**src/rtl/spart_pkg.sv**
```systemverilog
// Shared SPART definitions.
// Contents:
//   - rx_state_t: receiver FSM states.
//   - OVERSAMPLE_DEF / DATA_BITS_DEF: defaults shared with the transmitter
//     and the baud generator.
package spart_pkg;

  typedef enum logic [1:0] {
    IDLE  = 2'd0,
    START = 2'd1,
    DATA  = 2'd2,
    STOP  = 2'd3
  } rx_state_t;

  localparam int OVERSAMPLE_DEF = 16;
  localparam int DATA_BITS_DEF  = 8;

endpackage

```
**src/rtl/spart_rx_if.sv**
```systemverilog
// Bus-side view of the SPART receiver.
// Signals:
//   clr_rda     - one-clock pulse from the bus; the byte has been read.
//   RxD_data    - last received byte.
//   RDA         - received data available.
//   framing_err - stop bit of the last byte sampled low.
//   overrun_err - a byte completed while RDA was still set.
// Modports:
//   master - the bus reader.
//   slave  - the receiver.
interface spart_rx_if
  import spart_pkg::*;
#(
  parameter int DATA_BITS = DATA_BITS_DEF
);
  logic                 clr_rda;
  logic [DATA_BITS-1:0] RxD_data;
  logic                 RDA;
  logic                 framing_err;
  logic                 overrun_err;

  modport master (
    output clr_rda,
    input  RxD_data, RDA, framing_err, overrun_err
  );

  modport slave (
    input  clr_rda,
    output RxD_data, RDA, framing_err, overrun_err
  );
endinterface

```
**src/rtl/spart_rx_sync.sv**
```systemverilog
// Brings the asynchronous serial line into the clk domain and flags
// falling edges.
// Ports:
//   clk, rst_n - clock and asynchronous active-low reset.
//   rxd        - raw serial line (asynchronous).
//   rxd_s      - synchronised line level.
//   start_edge - high for one clock when rxd_s has just fallen.
module spart_rx_sync (
  input  logic clk,
  input  logic rst_n,
  input  logic rxd,
  output logic rxd_s,
  output logic start_edge
);

  logic meta_reg;
  logic sync_reg;
  logic prev_reg;

  // Line idles high, so the synchroniser resets to 1 and no edge is
  // reported coming out of reset.
  always_ff @(posedge clk or negedge rst_n) begin
    if (!rst_n) begin
      meta_reg <= 1'b1;
      sync_reg <= 1'b1;
      prev_reg <= 1'b0;
    end else begin
      meta_reg <= rxd;
      sync_reg <= meta_reg;
      prev_reg <= sync_reg;
    end
  end

  assign rxd_s      = sync_reg;
  // Edge rather than level, so a held-low break does not restart reception.
  assign start_edge = prev_reg & ~sync_reg;

endmodule

```
**src/rtl/spart_rx.sv**
```systemverilog
// SPART receive path: deserialises an 8N1 line paced by the oversample
// tick (Enable) into bytes with RDA, framing and overrun flags.
// Ports:
//   clk, rst_n - clock and asynchronous active-low reset.
//   Enable     - one-clock oversample tick, OVERSAMPLE ticks per bit.
//   RxD        - serial line, idle high, asynchronous to clk.
//   bus        - bus-side signals (clr_rda in; RxD_data, RDA, flags out).
module spart_rx
  import spart_pkg::*;
#(
  parameter int OVERSAMPLE = OVERSAMPLE_DEF,
  parameter int DATA_BITS  = DATA_BITS_DEF
) (
  input  logic      clk,
  input  logic      rst_n,
  input  logic      Enable,
  input  logic      RxD,
  spart_rx_if.slave bus
);

  localparam int TW = $clog2(OVERSAMPLE);
  localparam int BW = $clog2(DATA_BITS) + 1;
  localparam logic [TW-1:0] TICK_MID  = TW'(OVERSAMPLE / 2 - 1);
  localparam logic [TW-1:0] TICK_LAST = TW'(OVERSAMPLE - 1);
  localparam logic [BW-1:0] BIT_LAST  = BW'(DATA_BITS - 1);

  logic rxd_s;
  logic start_edge;

  rx_state_t            state_reg, state_next;
  logic [TW-1:0]        tick_cnt_reg, tick_cnt_next;
  logic [BW-1:0]        bit_cnt_reg, bit_cnt_next;
  logic [DATA_BITS-1:0] shift_reg, shift_next;
  logic [DATA_BITS-1:0] data_reg, data_next;
  logic                 rda_reg, rda_next;
  logic                 ferr_reg, ferr_next;
  logic                 oerr_reg, oerr_next;

  spart_rx_sync u_sync (
    .clk        (clk),
    .rst_n      (rst_n),
    .rxd        (RxD),
    .rxd_s      (rxd_s),
    .start_edge (start_edge)
  );

  always_ff @(posedge clk or negedge rst_n) begin
    if (!rst_n) begin
      state_reg    <= IDLE;
      tick_cnt_reg <= '0;
      bit_cnt_reg  <= '0;
      shift_reg    <= '0;
      data_reg     <= '0;
      rda_reg      <= 1'b0;
      ferr_reg     <= 1'b0;
      oerr_reg     <= 1'b0;
    end else begin
      state_reg    <= state_next;
      tick_cnt_reg <= tick_cnt_next;
      bit_cnt_reg  <= bit_cnt_next;
      shift_reg    <= shift_next;
      data_reg     <= data_next;
      rda_reg      <= rda_next;
      ferr_reg     <= ferr_next;
      oerr_reg     <= oerr_next;
    end
  end

  always_comb begin
    state_next    = state_reg;
    tick_cnt_next = tick_cnt_reg;
    bit_cnt_next  = bit_cnt_reg;
    shift_next    = shift_reg;
    data_next     = data_reg;
    rda_next      = rda_reg;
    ferr_next     = ferr_reg;
    oerr_next     = oerr_reg;

    // A bus read clears the flags; a frame completing on the same clock
    // overrides this below.
    if (bus.clr_rda) begin
      rda_next  = 1'b0;
      ferr_next = 1'b0;
      oerr_next = 1'b0;
    end

    unique case (state_reg)
      IDLE: begin
        if (start_edge) begin
          state_next    = START;
          tick_cnt_next = '0;
        end
      end

      START: begin
        if (Enable) begin
          if (tick_cnt_reg == TICK_MID) begin
            tick_cnt_next = '0;
            bit_cnt_next  = '0;
            // Line back high at mid start bit: treat as a glitch.
            state_next    = rxd_s ? IDLE : DATA;
          end else begin
            tick_cnt_next = tick_cnt_reg + 1'b1;
          end
        end
      end

      DATA: begin
        if (Enable) begin
          if (tick_cnt_reg == TICK_LAST) begin
            shift_next    = {rxd_s, shift_reg[DATA_BITS-1:1]};
            tick_cnt_next = '0;
            bit_cnt_next  = bit_cnt_reg + 1'b1;
            if (bit_cnt_reg == BIT_LAST) begin
              state_next = STOP;
            end
          end else begin
            tick_cnt_next = tick_cnt_reg + 1'b1;
          end
        end
      end

      STOP: begin
        if (Enable) begin
          if (tick_cnt_reg == TICK_LAST) begin
            data_next     = shift_reg;
            rda_next      = 1'b1;
            ferr_next     = ~rxd_s;
            // Unread byte overwritten, unless it is being read right now.
            if (rda_reg && !bus.clr_rda) begin
              oerr_next = 1'b1;
            end
            tick_cnt_next = '0;
            state_next    = IDLE;
          end else begin
            tick_cnt_next = tick_cnt_reg + 1'b1;
          end
        end
      end

      default: state_next = IDLE;
    endcase
  end

  assign bus.RxD_data    = data_reg;
  assign bus.RDA         = rda_reg;
  assign bus.framing_err = ferr_reg;
  assign bus.overrun_err = oerr_reg;

endmodule
```
**src/flat_wrapper.sv**
```systemverilog
// flat-port wrapper written by rule: the top's interface ports become plain ports
module spart_rx_flat import spart_pkg::*;
#(
  parameter int OVERSAMPLE = OVERSAMPLE_DEF,
  parameter int DATA_BITS  = DATA_BITS_DEF
)
  (clk, rst_n, Enable, RxD, bus_clr_rda, bus_RxD_data, bus_RDA, bus_framing_err, bus_overrun_err);
  spart_rx_if #(.DATA_BITS(DATA_BITS)) bus_i ();
  input  logic clk;
  input  logic rst_n;
  input  logic Enable;
  input  logic RxD;
  input wire logic [$bits(bus_i.clr_rda)-1:0] bus_clr_rda;
  output wire logic [$bits(bus_i.RxD_data)-1:0] bus_RxD_data;
  output wire logic [$bits(bus_i.RDA)-1:0] bus_RDA;
  output wire logic [$bits(bus_i.framing_err)-1:0] bus_framing_err;
  output wire logic [$bits(bus_i.overrun_err)-1:0] bus_overrun_err;
  assign bus_i.clr_rda = bus_clr_rda;
  assign bus_RxD_data = bus_i.RxD_data;
  assign bus_RDA = bus_i.RDA;
  assign bus_framing_err = bus_i.framing_err;
  assign bus_overrun_err = bus_i.overrun_err;
  spart_rx #(.OVERSAMPLE(OVERSAMPLE), .DATA_BITS(DATA_BITS)) u_core (.clk(clk), .rst_n(rst_n), .Enable(Enable), .RxD(RxD), .bus(bus_i));
endmodule
```
**config.mk**
```make
export PLATFORM = sky130hd
export DESIGN_NAME = spart_rx_flat
export DESIGN_NICKNAME = d
export VERILOG_FILES = /design/src/rtl/spart_pkg.sv /design/src/rtl/spart_rx_if.sv /design/src/rtl/spart_rx_sync.sv /design/src/rtl/spart_rx.sv /design/src/flat_wrapper.sv
export SDC_FILE = /design/constraint.sdc
export NUM_CORES = 1
export LEC_CHECK = 0
export CORE_UTILIZATION = 37
export CTS_BUF_LIST = sky130_fd_sc_hd__clkbuf_8
export DETAILED_ROUTE_END_ITERATION = 12
export SYNTH_ARGS = -nofsm -noshare
export SYNTH_HDL_FRONTEND = slang
export SYNTH_HIERARCHICAL = 1
export SYNTH_SLANG_ARGS = --single-unit
```
**constraint.sdc**
```tcl
create_clock -name clk -period 5.2 [get_ports clk]
set_input_delay 1.3 -clock clk [delete_from_list [all_inputs] [get_ports clk]]
set_output_delay 1.3 -clock clk [all_outputs]
set_load 0.005 [all_outputs]
```
==> impl_metrics.csv <==
group,metric,value,unit
yosys,synthXorXnorAreaFrac,0.00595,
yosys,synth.distinct_cells,44,
timing,final_hold_viol_count,0,
clock_tree,post_cts_resize_count,0,
route,num_vias,968,
yosys,syn_area_per_cell,12.7,sq um
placement,portBuffers,15,
route,wl_met1,1.26,mm
clock_tree,cts_tree,"yes",
yosys,seq_area_frac_synth,0.545,
placement,dp_hpwl,1.75,mm
clock_tree,cts_buffer_depth,2,
route,top_layer_used,"met4",
timing,fmax,349,MHz
floorplan,die_width,65.1,microns
route,avgViaCountPerCell,5.32,
grt,grt_usage,0.147,
grt,grt_max_degree,33,
yosys,synth_top_family_by_area,"multiplexers",
floorplan,initial_core_util,0.393,
clock_tree,clock-sinks,32,
timing,rsz0062_at_grt,"false",
clock_tree,htreeDepth,2,
timing,tns,0,ns
worst_hold_path,holdCritPathClass,"reg -> reg",
timing,report.final.slew_viol_count,0,
route,drt_first_pass_iters,4,
setup_path,cp.required,5.37,ns
setup_path,critPathLaunchType,"input pin",
setup_path,endpoint_kind,"flip-flop",
route,wl_per_cell,14.3,microns
finish,finish.net_count,140,
clock_tree,clkTransAtPathRegs,0.06,ns
grt,grt_pass1_wl,4.61,mm
finish,fin_util,0.468,
floorplan,die_y,65.1,microns
timing,setup_slack,2.33,ns
placement,pre_cts_ws,2.02,ns
timing,slew_headroom,0.641,
finish,seq_area,803,sq um
floorplan,num_rows,22,
route,dr_wl_met2,1.19,mm
timing,finClkSkew,0.00318,ns
power,power_density,379,nW/um^2
setup_path,cp.arrival,3.04,ns
run,cap_violations,0,
timing,fin_crit_sh,0.552,
floorplan,dieArea,4240,sq um
finish,diodes,0,
timing,post-route-min-period,2.87,ns
yosys,syn-num-nets,123,
route,drtIter0Drc,21,
route,drc_errors,0,
clock_tree,root_buffer,"clkbuf_8",
clock_tree,numCtsBuffers,5,
setup_path,path_max_fanout,9,
clock_tree,post-cts-setup-buffers,0,
power,peakVddDrop,0.253,mV
timing,tightest_slew,0.538,ns
grt,first_global_vias,1014,
setup_path,worstSetupPathType,"in -> reg",
route,ant_nets,0,
finish,drive_gt1_frac,0.254,
clock_tree,worstSkewPairLatency,0.28,ns
finish,layout_common_cells,"30 x dfrtp_1, 16 x mux2_2, 15 x clkdlybuf4s50_1",
timing,setup_viol,0,
yosys,synth_area,1470,sq um
yosys,synth-compound-area-share,0.121,
yosys,synthAdderAreaFrac,0.0170,
setup_path,r2r_slack,3.29,ns
placement,gp_congestion,0.774,
yosys,ys_seq_elements,32,
finish,fill_cells,356,
route,drt_wl_total,2.60,mm
grt,antenna_found_initial,0,
clock_tree,ctsHoldBuffers,0,
finish,layout_commonest_cell,"dfrtp_1",
yosys,synth_ff_type,"dfrtp_1",
finish,area_growth,18.9,%
yosys,netlist_instances,116,
yosys,synth.mux.area_fraction,0.150,
power,p_leak,0.000771,uW
yosys,synth-simple-area-share,0.128,
route,met3_wirelength,117,microns
placement,placed_cell_area,1660,sq um
finish,multiInputGateArea,621,sq um
yosys,yosysWarnings,6,
yosys,async_reset_ff_frac,1.00,
grt,grt_overflow,0,
floorplan,pin_count,16,
yosys,synth_edf_count,0,
run_status,status,"complete, no violations",
finish,final_area,1750,sq um
floorplan,coreArea,3740,sq um
[power by group]
group / leakage (uW) / switching (uW) / internal, uW
sequential: 0.000425 / 69.3 / 279
combinational: 0.000297 / 64.6 / 56.2
clock: 0.0000486 / 89.8 / 105
total: 0.000771 / 224 / 440
[logic make-up (layout without fill, tap and decap cells)]
group                    count (synthesis)  after routing
AO/OA/AOI/OAI                           25             25
XOR/XNOR                                 1              1
adder cells (fa/ha/maj)                  2              2
buffers and inverters                   10             28
flip-flops                              32             32
multiplexers                            20             20
AND/OR/NAND/NOR                         26             26
[area by class of cell]
| type | instances | share of cell area |
|---|---|---|
| clock buffer | 6 | 0.0472 |
| multi-input combinational | 74 | 0.355 |
| sequential | 32 | 0.459 |
| clock inverter | 2 | 0.00643 |
| tap | 48 | 0.0343 |
| timing repair buffer | 16 | 0.0901 |
| inverter | 4 | 0.00858 |
[per-stage QoR]
stage,hold slack (ns),instances,total power [uW]
after CTS,0.359,182,671
after floorplan,0.345,116,446
final,0.357,182,664
after global placement,0.347,174,466
after global routing,0.364,182,703
after detailed placement,0.349,174,472
[cells in the mapped netlist (all sizes together) (2+ instances only)]
cell	number	area [sq um]
a221oi	2	17.5
nand2b	2	12.5
ha	2	25.0
a21oi	2	10.0
nor2	6	25.0
clkbuf	2	8.75
inv	4	15.0
mux2i	4	40.0
and3	4	26.3
nand3	2	15.0
mux2	16	180
nand4	2	27.5
nor2b	2	20.0
o21ai	6	30.0
nand2	3	11.3
dfstp	2	52.6
o211ai	3	22.5
buf	4	25.0
dfrtp	30	751
a21o	2	16.3
[layer usage]
| metal | up-vias | GRT usage |
|---|---|---|
| li1 | 464 | - |
| met1 | 485 | 0.181 |
| met2 | 14 | 0.220 |
| met3 | 5 | 0.0608 |
| met4 | 0 | 0.0734 |
| met5 | - | 0 |
[worst max-delay path, cell delays in order]
cell and delay [ns]:
clkdlybuf4s50_1 0.68, nand4_4 0.19, nor2_2 0.47, mux2_2 0.39
[path summary, 6_finish.rpt]
path                                                    start                            endpoint  cells past startpoint
min in group asynchronous                               rst_n  u_core/tick_cnt_reg[0]$_DFFE_PN0P_                      2
setup / recovery                                       Enable  u_core/bus.RxD_data[7]$_DFFE_PN0P_                      4
max in group asynchronous                               rst_n    u_core/u_sync/meta_reg$_DFF_PN1_                      2
setup reg to reg           u_core/tick_cnt_reg[0]$_DFFE_PN0P_  u_core/bus.RxD_data[7]$_DFFE_PN0P_                      4
hold reg to reg              u_core/u_sync/meta_reg$_DFF_PN1_       u_core/u_sync/rxd_s$_DFF_PN1_                      0
hold / removal               u_core/u_sync/meta_reg$_DFF_PN1_       u_core/u_sync/rxd_s$_DFF_PN1_                      0
(Power assumes the default switching activity.)
==> RTL edit (same settings) <==
Change the package constant `DATA_BITS_DEF` from 8 to 16.
--- a/src/rtl/spart_pkg.sv
+++ b/src/rtl/spart_pkg.sv
@@ -13,7 +13,7 @@
   } rx_state_t;
 
   localparam int OVERSAMPLE_DEF = 16;
-  localparam int DATA_BITS_DEF  = 8;
+  localparam int DATA_BITS_DEF  = 16;
 
 endpackage
 
Interface: changed (resized bus_RxD_data); port bits go from 16 to 24. No check against the original RTL was run, so the function may have changed too.
==> RTL edit against the unedited design <==
Setup slack got worse by 20 ps. Sequential cell count up 17. Global-route usage decreased by 1.2 points. Synthesized area increased by 45%. Cell area increased by 41%. Wire length up 36%. Synthesized cell count up 63%. Sequential share of layout area grew 3.8 points. Total power is 23% higher. Critical endpoint is now u_core/bus.overrun_err$_DFF_PN0_.
==> RTL edit: results (changes against the unedited design) <==
Clock slew at reported path FFs = 90 ps (was 60 ps)
Rel. slew slack = 28.6% (was 64.1%)
Layout Nets = 218 (was 140)
Met3 WL = 101 um (was 117 um)
Post-Synth XOR/XNOR Area = 0.819% (was 0.595%)
Vias per cell = 4.78 (was 5.32)
Distinct cells, synth = 41 (was 44)
Placed Cells = 275 (was 174)
Sequential fraction of the synthesis area = 57.5% (was 54.5%)
RD Place Congestion = 0.742 (was 0.774)
Status = finished clean (unchanged)
Largest net degree at the start of global routing = 50 (was 33)
Compound-gate portion of the synthesized area = 7.02% (was 12.1%)
Layout cells sized above 1 = 15.2% (was 25.4%)
Crit path max fanout = 17 (was 9)
Mux share of post-synthesis cell area = 10.6% (was 15.0%)
Routed wire length = 3540 um (was 2600 um)
PortBufs = 23 (was 15)
M1 WL = 1770 um (was 1260 um)
Drt initial violations = 92 (was 21)
Later-pin clock latency in the skew report = 300 ps (was 280 ps)
Met2 wire len = 1630 um (was 1190 um)
Largest cells by area after synthesis = dfrtp_1 55%, nand2_1 9.3%, mux2_4 4.9% (was dfrtp_1 51%, mux2_2 12%, dfstp_2 3.6%)
Area after DPL = 2360 sq um (was 1660 sq um)
Post-synthesis adder-cell area fraction = 1.76% (was 1.70%)
Syn_nets = 197 (was 123)
DR WL/cell = 12.5 um (was 14.3 um)
P_leak = 1.24 nW (was 0.771 nW)
Number of global-route vias before repair = 1341 (was 1014)
## RTL edit: cell type report
cell class / instances / area (sq um)
repair buffers: 23 / 225
clock buffers: 5 / 68.8
flip-flops and latches: 49 / 1230
clock inverters: 3 / 42.5
well taps: 72 / 90.1
inverters: 4 / 15.0
multi-input cells: 127 / 801
fillers: 555 / 3070
## RTL edit: layer usage
layer / up-vias / GRT usage, %
met5: - / 0
met4: 0 / 5.56
met3: 5 / 2.44
met2: 25 / 20.8
met1: 647 / 18.7
li1: 676 / -
## RTL edit: final timing paths
check | startpoint | to | cells after the start
max | Enable | u_core/bus.overrun_err$_DFF_PN0_ | 5
min | u_core/u_sync/meta_reg$_DFF_PN1_ | u_core/u_sync/rxd_s$_DFF_PN1_ | 0
max reg2reg | u_core/tick_cnt_reg[0]$_DFFE_PN0P_ | u_core/bus.overrun_err$_DFF_PN0_ | 5
min reg2reg | u_core/u_sync/meta_reg$_DFF_PN1_ | u_core/u_sync/rxd_s$_DFF_PN1_ | 0
max in group asynchronous | rst_n | u_core/bus.RxD_data[13]$_DFFE_PN0P_ | 1
min in group asynchronous | rst_n | u_core/bus.RxD_data[6]$_DFFE_PN0P_ | 1
## RTL edit: critical path: cells and delay by family
kind | cells | cell delay, ps
AO/OA/AOI/OAI | 1 | 140
buffers and inverters | 1 | 600
AND/OR/NAND/NOR | 3 | 1070
## RTL edit: kinds of logic (layout without fill, tap and decap cells)
group,after synthesis,after routing
AO/OA/AOI/OAI,25,25
XOR/XNOR,2,2
flip-flops,49,49
multiplexers,18,18
adder cells (fa/ha/maj),3,3
buffers and inverters,13,35
AND/OR/NAND/NOR,79,79
## RTL edit: power breakdown
part,switching [mW],leakage (nW),internal [mW]
Sequential,0.0457,0.663,0.405
Combinational,0.0526,0.520,0.0455
Clock,0.123,0.0595,0.143
Total,0.221,1.24,0.593
## RTL edit: stage by stage
step	hold WS (ps)	worst slack [ps]	total power, mW	utilization, %
2_1_floorplan	345	2950	0.536	-
3_3_place_gp	346	2060	0.555	42.6
3_5_place_dp	348	1970	0.556	42.6
4_1_cts	361	2290	0.825	44.6
5_1_grt	368	2150	0.863	44.6
6_report	360	2310	0.814	44.6
